## src/rtl/unified_mem_arbiter.sv

```systemverilog
// Two-master arbiter that shares one memory data port between instruction
// fetch and data load/store. A starvation counter bounds how long fetch can lose.
module unified_mem_arbiter #(
  parameter int ADDR_WIDTH   = 32,
  parameter int DATA_WIDTH   = 32,
  parameter int STARVE_LIMIT = 4
) (
  input  logic                  clk,
  input  logic                  rst,
  input  logic                  i_req,
  input  logic [ADDR_WIDTH-1:0] i_addr,
  output logic                  i_ready,
  output logic                  i_rvalid,
  output logic [DATA_WIDTH-1:0] i_rdata,
  input  logic                  d_req,
  input  logic                  d_we,
  input  logic [ADDR_WIDTH-1:0] d_addr,
  input  logic [DATA_WIDTH-1:0] d_wdata,
  input  logic [3:0]            d_be,
  input  logic [2:0]            d_load_type,
  output logic                  d_ready,
  output logic                  d_rvalid,
  output logic [DATA_WIDTH-1:0] d_rdata,
  output logic [ADDR_WIDTH-1:0] m_addr,
  output logic [DATA_WIDTH-1:0] m_wdata,
  output logic                  m_we,
  output logic [3:0]            m_be,
  output logic                  m_re,
  output logic [2:0]            m_load_type,
  input  logic [DATA_WIDTH-1:0] m_rdata,
  output logic [3:0]            dbg_starve_cnt_o
);

  localparam logic [3:0] LIMIT = 4'(STARVE_LIMIT);

  logic                  gnt_i, gnt_d;
  logic [3:0]            starve_q, starve_d;
  logic                  i_rvalid_q, d_rvalid_q;
  logic [DATA_WIDTH-1:0] i_rdata_q, d_rdata_q;

  // Handshake: req is held by the master; it is accepted in the cycle its
  // ready is high (ready is combinational, never both high, low in reset).
  always_comb begin
    gnt_i = 1'b0;
    gnt_d = 1'b0;
    if (!rst) begin
      if (i_req && (!d_req || starve_q == LIMIT)) gnt_i = 1'b1;
      else if (d_req)                               gnt_d = 1'b1;
    end
  end

  always_comb begin
    starve_d = 4'd0;
    if (i_req && !gnt_i) starve_d = (starve_q == LIMIT) ? LIMIT : starve_q + 4'd1;
  end

  always_comb begin
    m_addr      = '0;
    m_wdata     = '0;
    m_we        = 1'b0;
    m_be        = 4'b0000;
    m_re        = 1'b0;
    m_load_type = 3'b000;
    if (gnt_i) begin
      m_addr      = {i_addr[ADDR_WIDTH-1:2], 2'b00};
      m_re        = 1'b1;
      m_load_type = 3'b010;
    end else if (gnt_d) begin
      m_addr = d_addr;
      if (d_we) begin
        m_we    = 1'b1;
        m_be    = d_be;
        m_wdata = d_wdata;
      end else begin
        m_re        = 1'b1;
        m_load_type = d_load_type;
      end
    end
  end

  always_ff @(posedge clk or posedge rst) begin
    if (rst) begin
      starve_q   <= 4'd0;
      i_rvalid_q <= 1'b0;
      d_rvalid_q <= 1'b0;
      i_rdata_q  <= '0;
      d_rdata_q  <= '0;
    end else begin
      starve_q   <= starve_d;
      i_rvalid_q <= gnt_i;
      d_rvalid_q <= gnt_d;
      if (gnt_i) i_rdata_q <= m_rdata;
      // Stores acknowledge with zero data so d_rdata never leaks stale loads.
      if (gnt_d) d_rdata_q <= d_we ? '0 : m_rdata;
    end
  end

  assign i_ready          = gnt_i;
  assign d_ready          = gnt_d;
  assign i_rvalid         = i_rvalid_q;
  assign i_rdata          = i_rdata_q;
  assign d_rvalid         = d_rvalid_q;
  assign d_rdata          = d_rdata_q;
  assign dbg_starve_cnt_o = starve_q;

endmodule

```

## config.mk

```make
export PLATFORM = sky130hd
export DESIGN_NAME = unified_mem_arbiter
export DESIGN_NICKNAME = d
export VERILOG_FILES = /design/src/rtl/unified_mem_arbiter.sv
export SDC_FILE = /design/constraint.sdc
export NUM_CORES = 1
export LEC_CHECK = 0
export ABC_AREA = 1
export BUFFER_PORTS_ARGS = -buffer_cell sky130_fd_sc_hd__buf_2
export CAP_MARGIN = 20
export CORE_AREA = 2 2 110 112
export CTS_CLUSTER_DIAMETER = 30
export DETAILED_ROUTE_END_ITERATION = 7
export DIE_AREA = 0 0 112 114
export PLACE_DENSITY = 0.72
export RECOVER_POWER = 50
export REMOVE_ABC_BUFFERS = 1
export SLEW_MARGIN = 20
export SYNTH_ARGS = -nofsm -noshare
export SYNTH_HDL_FRONTEND = slang
export SYNTH_SLANG_ARGS = --single-unit
```

## constraint.sdc

```tcl
create_clock -name clk -period 3.15 [get_ports clk]
set_input_delay 0 -clock clk [delete_from_list [all_inputs] [get_ports clk]]
set_output_delay 0 -clock clk [all_outputs]
set_load 0.05 [all_outputs]
```

==> metrics <==
status=finished with violations; failing checks=max-capacitance violations, max-slew violations; RSZ-0062 raised after global routing=no; Synth Register Bits=70; Clk pwr share=around 28%; commonest non-fill, non-tap cell in the layout=buf_2; # H-tree levels=3; die area=~13000 µm²; die height=114 µm; Reg2Reg Depth=7; Cells after Synth=581; GRT Util Overall=between 20 and 25%; initial antenna violation count=0; routed wire length per instance=~13 µm; Hold Crit Class=in -> reg; CP Max Fanout=36; Final setup viols=0; Net Sw Frac=between 40% and 50%; Max-Cap Viols=1; Max Root-Sink Buffers=2; critical path class=reg -> out; Hold Crit Endpoint=dbg_starve_cnt_o[0]; buffers added on ports=282; P per Cell Area=between 500 and 600 nW/µm²; leak pwr=between 0.003 and 0.004 µW; Sw Pwr=1440 µW; count of cell types in the netlist=20; global-route wire length before repair=between 20000 and 25000 µm; Hold Path Depth=3; fin crit period=between 2000 and 3000 ps; HP Start=d_req; first-pass iteration count of the detailed router=4; internal power=between 1500 and 2000 µW; power share of the combinational group=a little under two fifths; I/O pin cnt=roughly 290; Slew headroom=-6.50%; antenna viol nets, final=0; CTS tree=yes; via count=about 4900; largest net degree at the start of global routing=approximately 130; r2r endpoint=i_rdata[2]; flop-to-flop setup slack=slightly above 800 ps; syn_area_per_cell=6.93 µm²; Hold Vio Cnt, Final=0; Iter 0 DRT Violations=between 200 and 300; via/cell ratio=between 4 and 5; total gr overflow=0; post-route cell area=5950 µm²; Layout area overhead=47.8%; CTS Buf Count=9; routability cong.=around 0.76; hold slack=around 85 ps; Worst setup EP type=output port; Clock Latency Late Sink=~330 ps; CTS Root Cell=clkbuf_16; CP startpoint kind=flop; Worst-Margin Slew=approximately 1600 ps; sequential share of power=between 30% and 40%; share of cells above drive strength 1=between 20% and 30%; leading cell types in the layout, fill and taps excluded=212 x buf_2, 200 x nand2_1, 77 x nor2_1, 70 x dfrtp_1, 70 x clkbuf_1; VDD IR max=a little under 0.0003 V; DP Wirelength=between 8000 and 9000 µm; die width=about 110 µm; starting density of the core=34.4%; Reg clk slew, reported paths=around 60 ps; Final nets=about 1000; clk_skew=between 7 and 8 ps; Critical Path RT=roughly 3200 ps; Yosys warnings=0; sequential share of the synthesized area=~43%; Inserted Diodes=0; max frequency=between 300 and 400 MHz; row count=40; synthesized cell area=approximately 4000 µm²; # clock sinks=70; worst r2r src=dbg_starve_cnt_o[0]; DR DRC count=0; vias in the first global route=approximately 4400; dpl cell area=~5500 µm²; Routed Wire Length=13600 µm; Setup WS pre-CTS=817 ps; Final Max Tran Viols=133; Worst Path Arrival=2710 ps; final worst-path cycle share=86.1%; core area=roughly 12000 µm²; final worst slack=approximately 440 ps
==> through the flow <==
| step | cells | util (%) | power, µW | TNS, ps |
|---|---|---|---|---|
| detailed placement | 966 | 46.5 | 2380 | 0 |
| global placement | 966 | 46.5 | 2370 | 0 |
| finish | 1015 | 50.8 | 3290 | 0 |
| global route | 1015 | 50.8 | 3470 | 0 |
| floorplan | 529 | - | 1990 | -107950 |
| CTS | 1015 | 51.7 | 3370 | 0 |
==> worst max-delay path, cell delays in order, from the launching register on <==
cell	delay, ps
dfrtp_1	420
inv_1	70
ha_1	140
nand3_1	150
nand2_4	300
nand3_2	740
nand2_1	250
buf_2	290
==> cells in the mapped netlist, drive strengths merged <==
cell | number | area [µm²]
nand2 | 203 | 769
nor2 | 78 | 293
dfrtp | 70 | 1750
nand3 | 66 | 340
nand4 | 62 | 388
inv | 43 | 161
buf | 33 | 189
clkbuf | 19 | 71.3
ha | 2 | 25.0
and2 | 1 | 6.26
nand3b | 1 | 7.51
o211ai | 1 | 7.51
xnor2 | 1 | 8.76
xor2 | 1 | 8.76
==> cells by family (layout without fill, tap and decap cells) <==
family          count (synthesis)  after routing  synth area share (%)
buf+inv                        95            382                  10.5
simple gates                  411            411                  44.8
xor+xnor                        2              2                 0.435
flops                          70             70                  43.5
fa+ha+maj                       2              2                 0.621
compound gates                  1              1                 0.186
==> registers in the layout, summed over array words and instances (netlist names) <==
name,count
d_rdata,32
i_rdata,32
dbg_starve_cnt_o,4
d_rvalid,1
i_rvalid,1
==> power by group through the flow <==
stage / clock, µW / sequential, µW / combinational, µW
CTS: 964 / 1100 / 1300
global placement: 0 / 1110 / 1260
detailed placement: 0 / 1120 / 1270
floorplan: 0 / 1600 / 391
finish: 932 / 1110 / 1250
global route: 1010 / 1120 / 1340
==> per-layer routing <==
metal  global-route usage [%]  up-vias  part of all wire, %
met5                        0        -                    0
met4                     6.83        0                  1.4
met3                     4.20       14                  6.9
met2                     36.6      189                   51
met1                     25.0     2230                   41
li1                         -     2429                    -
==> cell type report <==
| type | count | area [µm²] |
|---|---|---|
| Fill cell | 1204 | 5760 |
| Multi-Input combinational cell | 416 | 1860 |
| Sequential cell | 70 | 1750 |
| Timing Repair Buffer | 323 | 1710 |
| Clock buffer | 10 | 239 |
| Tap cell | 147 | 184 |
| Inverter | 43 | 164 |
| Clock inverter | 6 | 37.5 |
==> how the worst max path moves through the flow <==
stage / startpoint / to / slack [ps]
global placement: dbg_starve_cnt_o[0] / m_re / 830
finish: dbg_starve_cnt_o[0] / m_load_type[1] / 440
detailed placement: dbg_starve_cnt_o[0] / m_re / 820
floorplan: d_req / m_addr[0] / -1730
global route: rst / m_addr[23] / 120
CTS: dbg_starve_cnt_o[0] / i_ready / 440
==> timing repair <==
item,4_1_cts,5_1_grt
gates resized for setup,0,0
setup buffers,0,0
hold endpoints to repair,127,0
hold buffers,33,0
No activity file was read; power rests on OpenSTA's default activity.
